==> config.mk <==
export PLATFORM = sky130hd
export DESIGN_NAME = bram_uart_reader
export DESIGN_NICKNAME = d
export VERILOG_FILES = /design/src/rtl/image_pkg.sv /design/src/rtl/pixel_serializer.sv /design/src/rtl/bram_uart_reader.sv
export SDC_FILE = /design/constraint.sdc
export NUM_CORES = 1
export LEC_CHECK = 0
export BUFFER_PORTS_ARGS = -buffer_cell sky130_fd_sc_hd__clkbuf_2
export CAP_MARGIN = 10
export CELL_PAD_IN_SITES_DETAIL_PLACEMENT = 2
export CELL_PAD_IN_SITES_GLOBAL_PLACEMENT = 2
export CORE_ASPECT_RATIO = 0.5
export CORE_UTILIZATION = 30
export CTS_BUF_LIST = sky130_fd_sc_hd__clkbuf_2 sky130_fd_sc_hd__clkbuf_4 sky130_fd_sc_hd__clkbuf_8
export CTS_CLUSTER_SIZE = 28
export DETAILED_ROUTE_END_ITERATION = 8
export GPL_ROUTABILITY_DRIVEN = 0
export HOLD_SLACK_MARGIN = 0.02
export PLACE_DENSITY_LB_ADDON = 0.1
export SETUP_SLACK_MARGIN = 0.2
export SYNTH_ARGS = -nofsm -noshare
export SYNTH_HDL_FRONTEND = slang
export SYNTH_SLANG_ARGS = --single-unit
export TNS_END_PERCENT = 10
==> constraint.sdc <==
create_clock -name clk -period 2.05 [get_ports clk]
set_input_delay 0.41 -clock clk [delete_from_list [all_inputs] [get_ports clk]]
set_output_delay 0.41 -clock clk [all_outputs]
set_load 0.01 [all_outputs]
==> src/rtl/image_pkg.sv <==
// Constants and types shared by the frame BRAM writer and reader paths.
package image_pkg;

    localparam int ADDR_WIDTH      = 18;
    localparam int PIXEL_WIDTH     = 24;
    localparam int IMG_W           = 512;
    localparam int IMG_H           = 512;
    localparam int NUM_PIXELS      = IMG_W * IMG_H;
    localparam int BYTES_PER_PIXEL = 3;

    typedef enum logic [2:0] {
        IDLE,
        READ,
        WAIT_RD,
        SEND,
        WAIT_ACK,
        WAIT_TX,
        FINISH
    } rd_state_t;

    // Byte 0 is the most significant byte (R), matching the writer's assembly order.
    function automatic logic [7:0] pixel_byte(input logic [PIXEL_WIDTH-1:0] pix,
                                              input logic [1:0]             idx);
        case (idx)
            2'd0:    pixel_byte = pix[23:16];
            2'd1:    pixel_byte = pix[15:8];
            default: pixel_byte = pix[7:0];
        endcase
    endfunction

endpackage

==> src/rtl/pixel_serializer.sv <==
// Holds one captured pixel and hands it to tx_uart one byte at a time,
// reporting each finished byte and the end of the pixel to the address FSM.
module pixel_serializer
    import image_pkg::*;
(
    input  logic                   clk,
    input  logic                   rst,
    input  logic                   load,
    input  logic [PIXEL_WIDTH-1:0] pix_in,
    input  logic                   in_send,
    input  logic                   in_wait_tx,
    input  logic                   tx_busy,
    output logic [7:0]             tx_data,
    output logic                   tx_start,
    output logic                   byte_done,
    output logic                   pixel_done
);

    logic [PIXEL_WIDTH-1:0] pix_q, pix_d;
    logic [1:0]             byte_idx_q, byte_idx_d;
    logic [7:0]             tx_data_q, tx_data_d;
    logic                   last_byte;

    assign last_byte = (byte_idx_q == 2'(BYTES_PER_PIXEL - 1));

    always_comb begin
        tx_start   = in_send && !tx_busy;
        byte_done  = in_wait_tx && !tx_busy;
        pixel_done = byte_done && last_byte;
    end

    // tx_data is updated on the same edge that enters SEND, so it is already
    // valid in the cycle tx_start is raised and stays put until the next byte.
    always_comb begin
        // NOTE: every output of a combinational block gets a default first, so no path can infer a latch.
        pix_d      = pix_q;
        byte_idx_d = byte_idx_q;
        tx_data_d  = tx_data_q;
        if (load) begin
            pix_d      = pix_in;
            byte_idx_d = 2'd0;
            tx_data_d  = pixel_byte(pix_in, 2'd0);
        end else if (byte_done && !last_byte) begin
            byte_idx_d = byte_idx_q + 2'd1;
            tx_data_d  = pixel_byte(pix_q, byte_idx_q + 2'd1);
        end
    end

    always_ff @(posedge clk) begin
        // NOTE: state is updated with non-blocking assignments so every flop samples pre-edge values.
        if (rst) begin
            pix_q      <= '0;
            byte_idx_q <= '0;
            tx_data_q  <= '0;
        end else begin
            pix_q      <= pix_d;
            byte_idx_q <= byte_idx_d;
            tx_data_q  <= tx_data_d;
        end
    end

    assign tx_data = tx_data_q;

endmodule

==> src/rtl/bram_uart_reader.sv <==
// Frame readback: walks the frame BRAM from address 0 upwards and streams each
// pixel to tx_uart as three bytes, R first, so a dump can be re-uploaded as-is.
module bram_uart_reader #(
    parameter int ADDR_WIDTH   = image_pkg::ADDR_WIDTH,
    parameter int DATA_WIDTH   = image_pkg::PIXEL_WIDTH,
    parameter int NUM_PIXELS   = image_pkg::NUM_PIXELS,
    parameter int READ_LATENCY = 2
) (
    input  logic                  clk,
    input  logic                  rst,
    input  logic                  start,
    output logic                  en,
    output logic [ADDR_WIDTH-1:0] addr,
    input  logic [DATA_WIDTH-1:0] dout,
    output logic [7:0]            tx_data,
    output logic                  tx_start,
    input  logic                  tx_busy,
    output logic                  busy,
    output logic                  done
);

    import image_pkg::*;

    localparam logic [ADDR_WIDTH-1:0] LAST_ADDR = ADDR_WIDTH'(NUM_PIXELS - 1);
    localparam logic [1:0]            LAT_LAST  = 2'(READ_LATENCY - 1);

    rd_state_t             state_q, state_d;
    logic [ADDR_WIDTH-1:0] addr_q, addr_d;
    logic [1:0]            lat_cnt_q, lat_cnt_d;
    logic                  lat_expired;
    logic                  last_addr;
    logic                  load;
    logic                  in_send;
    logic                  in_wait_tx;
    logic                  byte_done;
    logic                  pixel_done;

    assign lat_expired = (lat_cnt_q == LAT_LAST);
    assign last_addr   = (addr_q == LAST_ADDR);

    always_ff @(posedge clk) begin
        if (rst) begin
            state_q   <= IDLE;
            addr_q    <= '0;
            lat_cnt_q <= '0;
        end else begin
            state_q   <= state_d;
            addr_q    <= addr_d;
            lat_cnt_q <= lat_cnt_d;
        end
    end

    always_comb begin
        state_d = state_q;
        case (state_q)
            IDLE:     if (start) state_d = READ;
            READ:     state_d = WAIT_RD;
            WAIT_RD:  if (lat_expired) state_d = SEND;
            SEND:     if (!tx_busy) state_d = WAIT_ACK;
            WAIT_ACK: if (tx_busy) state_d = WAIT_TX;
            WAIT_TX: begin
                if (byte_done) begin
                    if (!pixel_done)    state_d = SEND;
                    else if (last_addr) state_d = FINISH;
                    else                state_d = READ;
                end
            end
            FINISH:   state_d = IDLE;
            default:  state_d = IDLE;
        endcase
    end

    // The address only moves forward between pixels and never past LAST_ADDR;
    // it returns to 0 on the way out through FINISH.
    always_comb begin
        addr_d    = addr_q;
        lat_cnt_d = (state_q == WAIT_RD) ? lat_cnt_q + 2'd1 : 2'd0;
        case (state_q)
            IDLE:    if (start) addr_d = '0;
            WAIT_TX: if (pixel_done && !last_addr) addr_d = addr_q + 1'b1;
            FINISH:  addr_d = '0;
            default: addr_d = addr_q;
        endcase
    end

    always_comb begin
        en         = (state_q == READ);
        busy       = (state_q != IDLE);
        done       = (state_q == FINISH);
        load       = (state_q == WAIT_RD) && lat_expired;
        in_send    = (state_q == SEND);
        in_wait_tx = (state_q == WAIT_TX);
    end

    assign addr = addr_q;

    pixel_serializer u_serializer (
        .clk        (clk),
        .rst        (rst),
        .load       (load),
        .pix_in     (dout),
        .in_send    (in_send),
        .in_wait_tx (in_wait_tx),
        .tx_busy    (tx_busy),
        .tx_data    (tx_data),
        .tx_start   (tx_start),
        .byte_done  (byte_done),
        .pixel_done (pixel_done)
    );

endmodule

# After elaboration in Yosys (flattened, before gate mapping)
# Index checks and enable logic that the tools add are counted.
# op_classes
bitwise_logic	1
n_addsub	3
div_mod_pow	0
eq_ne	16
n_lt_le_gt_ge	0
n_reduce_logical	18
muxes	14
n_shift	0
multipliers	0
# ops
cell	count
$pmux W18 S3	1
$mux W18	2
$mux W3	7
$add A18 B1 Y18 const B	1
$eq A18 B18 Y1 const B	1
$pmux W3 S6	1
$mux W8	2
$pmux W8 S2	1
$ne A2 B2 Y1 const B	6
$eq A3 B3 Y1 const B	3
$eq A3 B2 Y1 const B	2
$logic_and A1 B1 Y1	6
$reduce_bool A3 Y1	2
$reduce_and A5 Y1	1
$add A2 B1 Y2 const B	2
$eq A2 B1 Y1 const B	2
$reduce_or A2 Y1	2
$eq A3 B1 Y1 const B	1
$logic_not A1 Y1	3
$logic_not A3 Y1	1
$reduce_and A3 Y1	1
$eq A2 B2 Y1 const B	1
$logic_not A2 Y1	1
$reduce_bool A2 Y1	1
$not A1 Y1	1
# totals
regBits	57
rom_bits	0
latch_bits	0
n_memories	0
word_cells	58
mem_bits_rw	0

# Depth between registers and ports, before layout
# logic_depth
ltp_word	6
ltp_mapped	9

# Cells and area by module
# From an unflattened synthesis, not the netlist that was laid out.
# hier_totals
hier_cells	322
area_unflattened_um2	2910.3
# by_module_without_submodules
mod	cells_per_inst	instances	seq_area_each_um2	area_each_um2
pixel_serializer	157	1	680.7	1600.3
bram_uart_reader	165	1	460.4	1310.0

# Least setup slack after synthesis
# No wires, ideal clock.
# synth_timing
path_kind	register to register
from	register u_serializer.byte_idx_q[1]
to	register u_serializer.tx_data_q[0], in the netlist u_serializer.tx_data[0]
required_ns	1.918
path_stages_with_launch	9
path_slack_ns	0.320
arrival_time_ns	1.597
synth_period_minus_slack_ns	1.730
setup_time_ns	0.132
path_cell_list	dfxtp_1 -> inv_1 -> ha_1 -> clkbuf_1 -> clkbuf_1 -> o21ai_0 -> mux2_1 -> nand2_1 -> a21oi_1
# synth_between
elab_chain_cells	5
# synth_rtl
item	line	text
from (decl)	pixel_serializer.sv:20	logic [1:0] byte_idx_q, byte_idx_d;
from (signal assigned)	pixel_serializer.sv:57	byte_idx_q <= byte_idx_d;
$add A2 B1 Y2	pixel_serializer.sv:45	tx_data_d = pixel_byte(pix_q, byte_idx_q + 2'd1);
$eq A2 B1 Y1 or $logic_not A2 Y1 (tied branches)	image_pkg.sv:24	case (idx)
$pmux W8 S2	image_pkg.sv:24	
$mux W8	pixel_serializer.sv:43	end else if (byte_done && !last_byte) begin
$mux W8	pixel_serializer.sv:39	if (load) begin
to (signal assigned)	pixel_serializer.sv:58	tx_data_q <= tx_data_d;
to (decl)	pixel_serializer.sv:21	logic [7:0] tx_data_q, tx_data_d;
# Parallel ways exist; a longest one is shown, timed or not. The select of a mux whose other input is x is not followed.
# A chain may end at the register's enable or synchronous reset.

# Worst setup path after layout
# layout_timing
from	register addr_q[0], in the netlist addr[0]
to	register addr_q[12], in the netlist addr[12]
# layout_between
elab_chain_cells	5
# layout_rtl
item	line	text
from (decl)	bram_uart_reader.sv:28	logic [ADDR_WIDTH-1:0] addr_q, addr_d;
from (signal assigned)	bram_uart_reader.sv:48	addr_q <= addr_d;
parallel branches: the longest is 5 deep, another holds $add A18 B1 Y18	-	
# Several ways; the timed one is not identified. The select of a mux whose other input is x is not followed.

==> metrics.yaml <==
clocking:
  clk_transition_reported_paths_ns: 0.07
  postCtsHoldBufs: 0
  htreeDepth: 3
  cts-root-buf: "clkbuf_8"
  insertion_delay_ns: 0.36
  cts_made_buffers: 9
  clockBufferDepth: 2
  clock_sinks: 57
  cts_tree: "built"
timing:
  tns_ns: 0
  finalHoldViolCount: 0
  finalCritPeriodShare_pct: 92.08
  fin_hold_ws_ns: 0.2765
  fmax_ghz: 0.5298
  finalMaxSlewViolations: 0
  slew_headroom_pct: 67.24
  setup_viol: 0
  rsz0062_at_grt: "true"
  tightestPinTransition_ns: 0.4887
  post-route-min-period_ns: 1.888
  finalClockSkew_ns: 0.009742
yosys:
  yosysTopAreaCell: "dfxtp_1"
  synthesis.nets: 370
  ys.flop_type: "dfxtp_1"
  syn_avg_cell_area_sq_um: 8.324
  synth-seq-area-share_pct: 40.68
  synth-seq-cells: 57
  synth.area.mux_share_pct: 3.925
  synthCells: 337
  synthSimpleGateAreaFrac_pct: 25.16
  synthXorXnorAreaFrac_pct: 1.873
  yosys-top-cells-area: "dfxtp_1 (41%), nand2_1 (10%), a21oi_1 (8.0%)"
  synth_top_family_by_area: "simple AND/OR/NAND/NOR gates"
  syn_area_sq_mm: 0.002805
  ys_async_sr_fraction_pct: 0
  synth_fa_ha_area_share_pct: 2.230
  ys_types: 48
  synth_compound_area_share_pct: 20.92
  synth_edf_count: 0
  yosys_warnings: 0
  synth_top_area_share_pct: 40.68
floorplanning:
  start_util_pct: 31.56
  rows: 24
  die_y_microns: 70.38
  io_pins: 58
  core_sq_mm: 0.008889
  chipWidth_microns: 138.8
  die_area_sq_mm: 0.009765
finish:
  fin_cells: 525
  areaGrowthSynthToFinish_pct: 29.48
  drive_gt1_share_pct: 32.84
  nFillCells: 1017
  nNetsFinal: 437
  n_antenna_cell: 0
run_status:
  violations: "DRC"
  status: "finished, violations left"
global_routing:
  grt_pass1_vias: 2963
  grt.total_usage_pct: 20.41
  grt_overflow_total: 0
  antenna_found_initial: 0
  grt_max_degree: 43
  grt_pass1_wl_mm: 15.28
drt:
  vias: 2710
  ant_nets: 0
  viasPerCell: 5.162
  wl_per_cell_microns: 17.63
  wl_mm: 9.258
  routed-wl-met3_microns: 354
  routed.top_layer: "met4"
  dr.first_iter.drc_count: 96
  wl_met1_mm: 4.268
  wl_met2_mm: 4.541
  drc: 6
  firstDrtPassIters: 6
setup_path:
  start_kind: "register"
  required_ns: 2.34
  arrival_ns: 2.18
  r2r_setup_slack_ns: 0.16
  cp_slowest_cell: "or4_1"
  critPathMaxStageDelay_ns: 0.52
  path_cells: "ha_4, nand3_4, nor3_4, buf_4, a21o_4, or4_1, a21oi_2"
  endpoint_kind: "register"
  path_buf_inv: 1
  cp_max_fo: 11
  critical_path_class: "register to register"
  cp_top_family: "simple AND/OR/NAND/NOR gates"
pwr:
  power.total_uw: 2922
  power.leakage_uw: 0.001396
  ir_worst_vdd_v: 0.0002721
  powerDensity_mw_per_mm2: 804.5
placement:
  dpl.cell_count: 504
  hpwlAfterDp_mm: 6.428
  portBuffers: 57
worst_hold_path:
  min_path_type: "primary input to register"
flow_run:
  drv_cap: 0
==> path summary, 6_finish.rpt <==
path | from | to | cells past startpoint
max | addr[0]$_SDFFE_PP0P_ | addr[12]$_SDFFE_PP0P_ | 7
min | dout[10] | u_serializer.pix_q[10]$_SDFFE_PP0P_ | 3
max reg2reg | addr[0]$_SDFFE_PP0P_ | addr[12]$_SDFFE_PP0P_ | 7
min reg2reg | lat_cnt_q[0]$_SDFF_PP0_ | lat_cnt_q[0]$_SDFF_PP0_ | 1
==> power by group <==
part	total [uW]	switching (uW)	internal (uW)
registers	1210	54.8	1160
logic	607	363	244
clock network	1100	473	630
total	2920	890	2030
==> synth_stat cells, types with 6 or more instances <==
master and n:
xnor2_1 6, nand2_1 77, dfxtp_1 57, a21oi_1 45, clkbuf_1 12, buf_2 9, mux2_1 8, nor2_1 14
o21ai_0 13, a22oi_1 8, or3_1 7
==> worst reg2reg max path: cells and delay by family, from the launching register on <==
family,cells,cell delay (ns)
and+or+nand+nor,3,0.69
buffers and inverters,1,0.14
adders and majority gates,1,0.19
DFF,1,0.38
AOI/OAI and AO/OA,2,0.42
==> metal layers <==
layer  up-vias  track usage, %
li1       1324               -
met1      1331           23.84
met2        45           36.04
met3        10           6.104
met4         0           6.667
met5         -               0
==> state kept, by name, summed over array words and instances (netlist names) <==
name,cells
u_serializer.pix_q,24
addr,18
lat_cnt_q,2
u_serializer.byte_idx_q,2
state_q,3
u_serializer.tx_data,8
==> layout by cell type (no fill, tap or decap), types with 3 or more instances in the layout <==
master | netlist | routed
nand2_1 | 77 | 77
clkbuf_2 | 0 | 57
dfxtp_1 | 57 | 48
a21oi_1 | 45 | 44
buf_4 | 0 | 21
nor2_1 | 14 | 13
o21ai_0 | 13 | 13
clkbuf_8 | 0 | 11
a22oi_1 | 8 | 8
mux2_1 | 8 | 8
dfxtp_2 | 0 | 8
or3_1 | 7 | 6
xnor2_1 | 6 | 6
nand3b_1 | 5 | 5
nand4_1 | 5 | 5
nand2b_1 | 5 | 5
inv_1 | 5 | 4
nand3_1 | 5 | 3
a211oi_1 | 4 | 3
a31o_2 | 3 | 3
nor3_1 | 4 | 3
nor4_1 | 3 | 3
o31ai_1 | 3 | 3
==> what timing repair did <==
action / CTS / global route
pin swaps: 1 / 9
endpoints found under the setup margin: 32 / 31
resized for setup: 9 / 28
setup buffers: 1 / 5
hold endpoints to repair: 0 / 0
cloned: 0 / 0
==> area by class of cell <==
type / count / area (sq um) / share of cell area (%)
clock buffer: 12 / 158.9 / 4.375
clock inverter: 3 / 40.04 / 1.102
inverter: 5 / 21.27 / 0.5856
multi-input combinational: 250 / 1625 / 44.75
sequential: 57 / 1155 / 31.79
tap: 117 / 146.4 / 4.030
timing repair buffer: 81 / 485.5 / 13.37
==> kinds of logic (layout without fill, tap and decap cells) <==
family / after synthesis / after routing
AO/OA/AOI/OAI: 90 / 90
XOR/XNOR: 6 / 6
adder cells (fa/ha/maj): 5 / 5
buffers and inverters: 30 / 101
flip-flops: 57 / 57
multiplexers: 10 / 10
AND/OR/NAND/NOR: 139 / 139
==> metrics by stage <==
stage          worst slack [ns]  area, sq um  util [%]
3_3_place_gp            0.04419         3257     36.64
5_1_grt                 0.09269         3632     40.86
4_1_cts                 0.08053         3498     39.36
6_report                 0.1623         3632     40.86
3_5_place_dp           -0.07158         3257     36.64
2_1_floorplan            0.3204         2805         -
(Power assumes the default switching activity.)
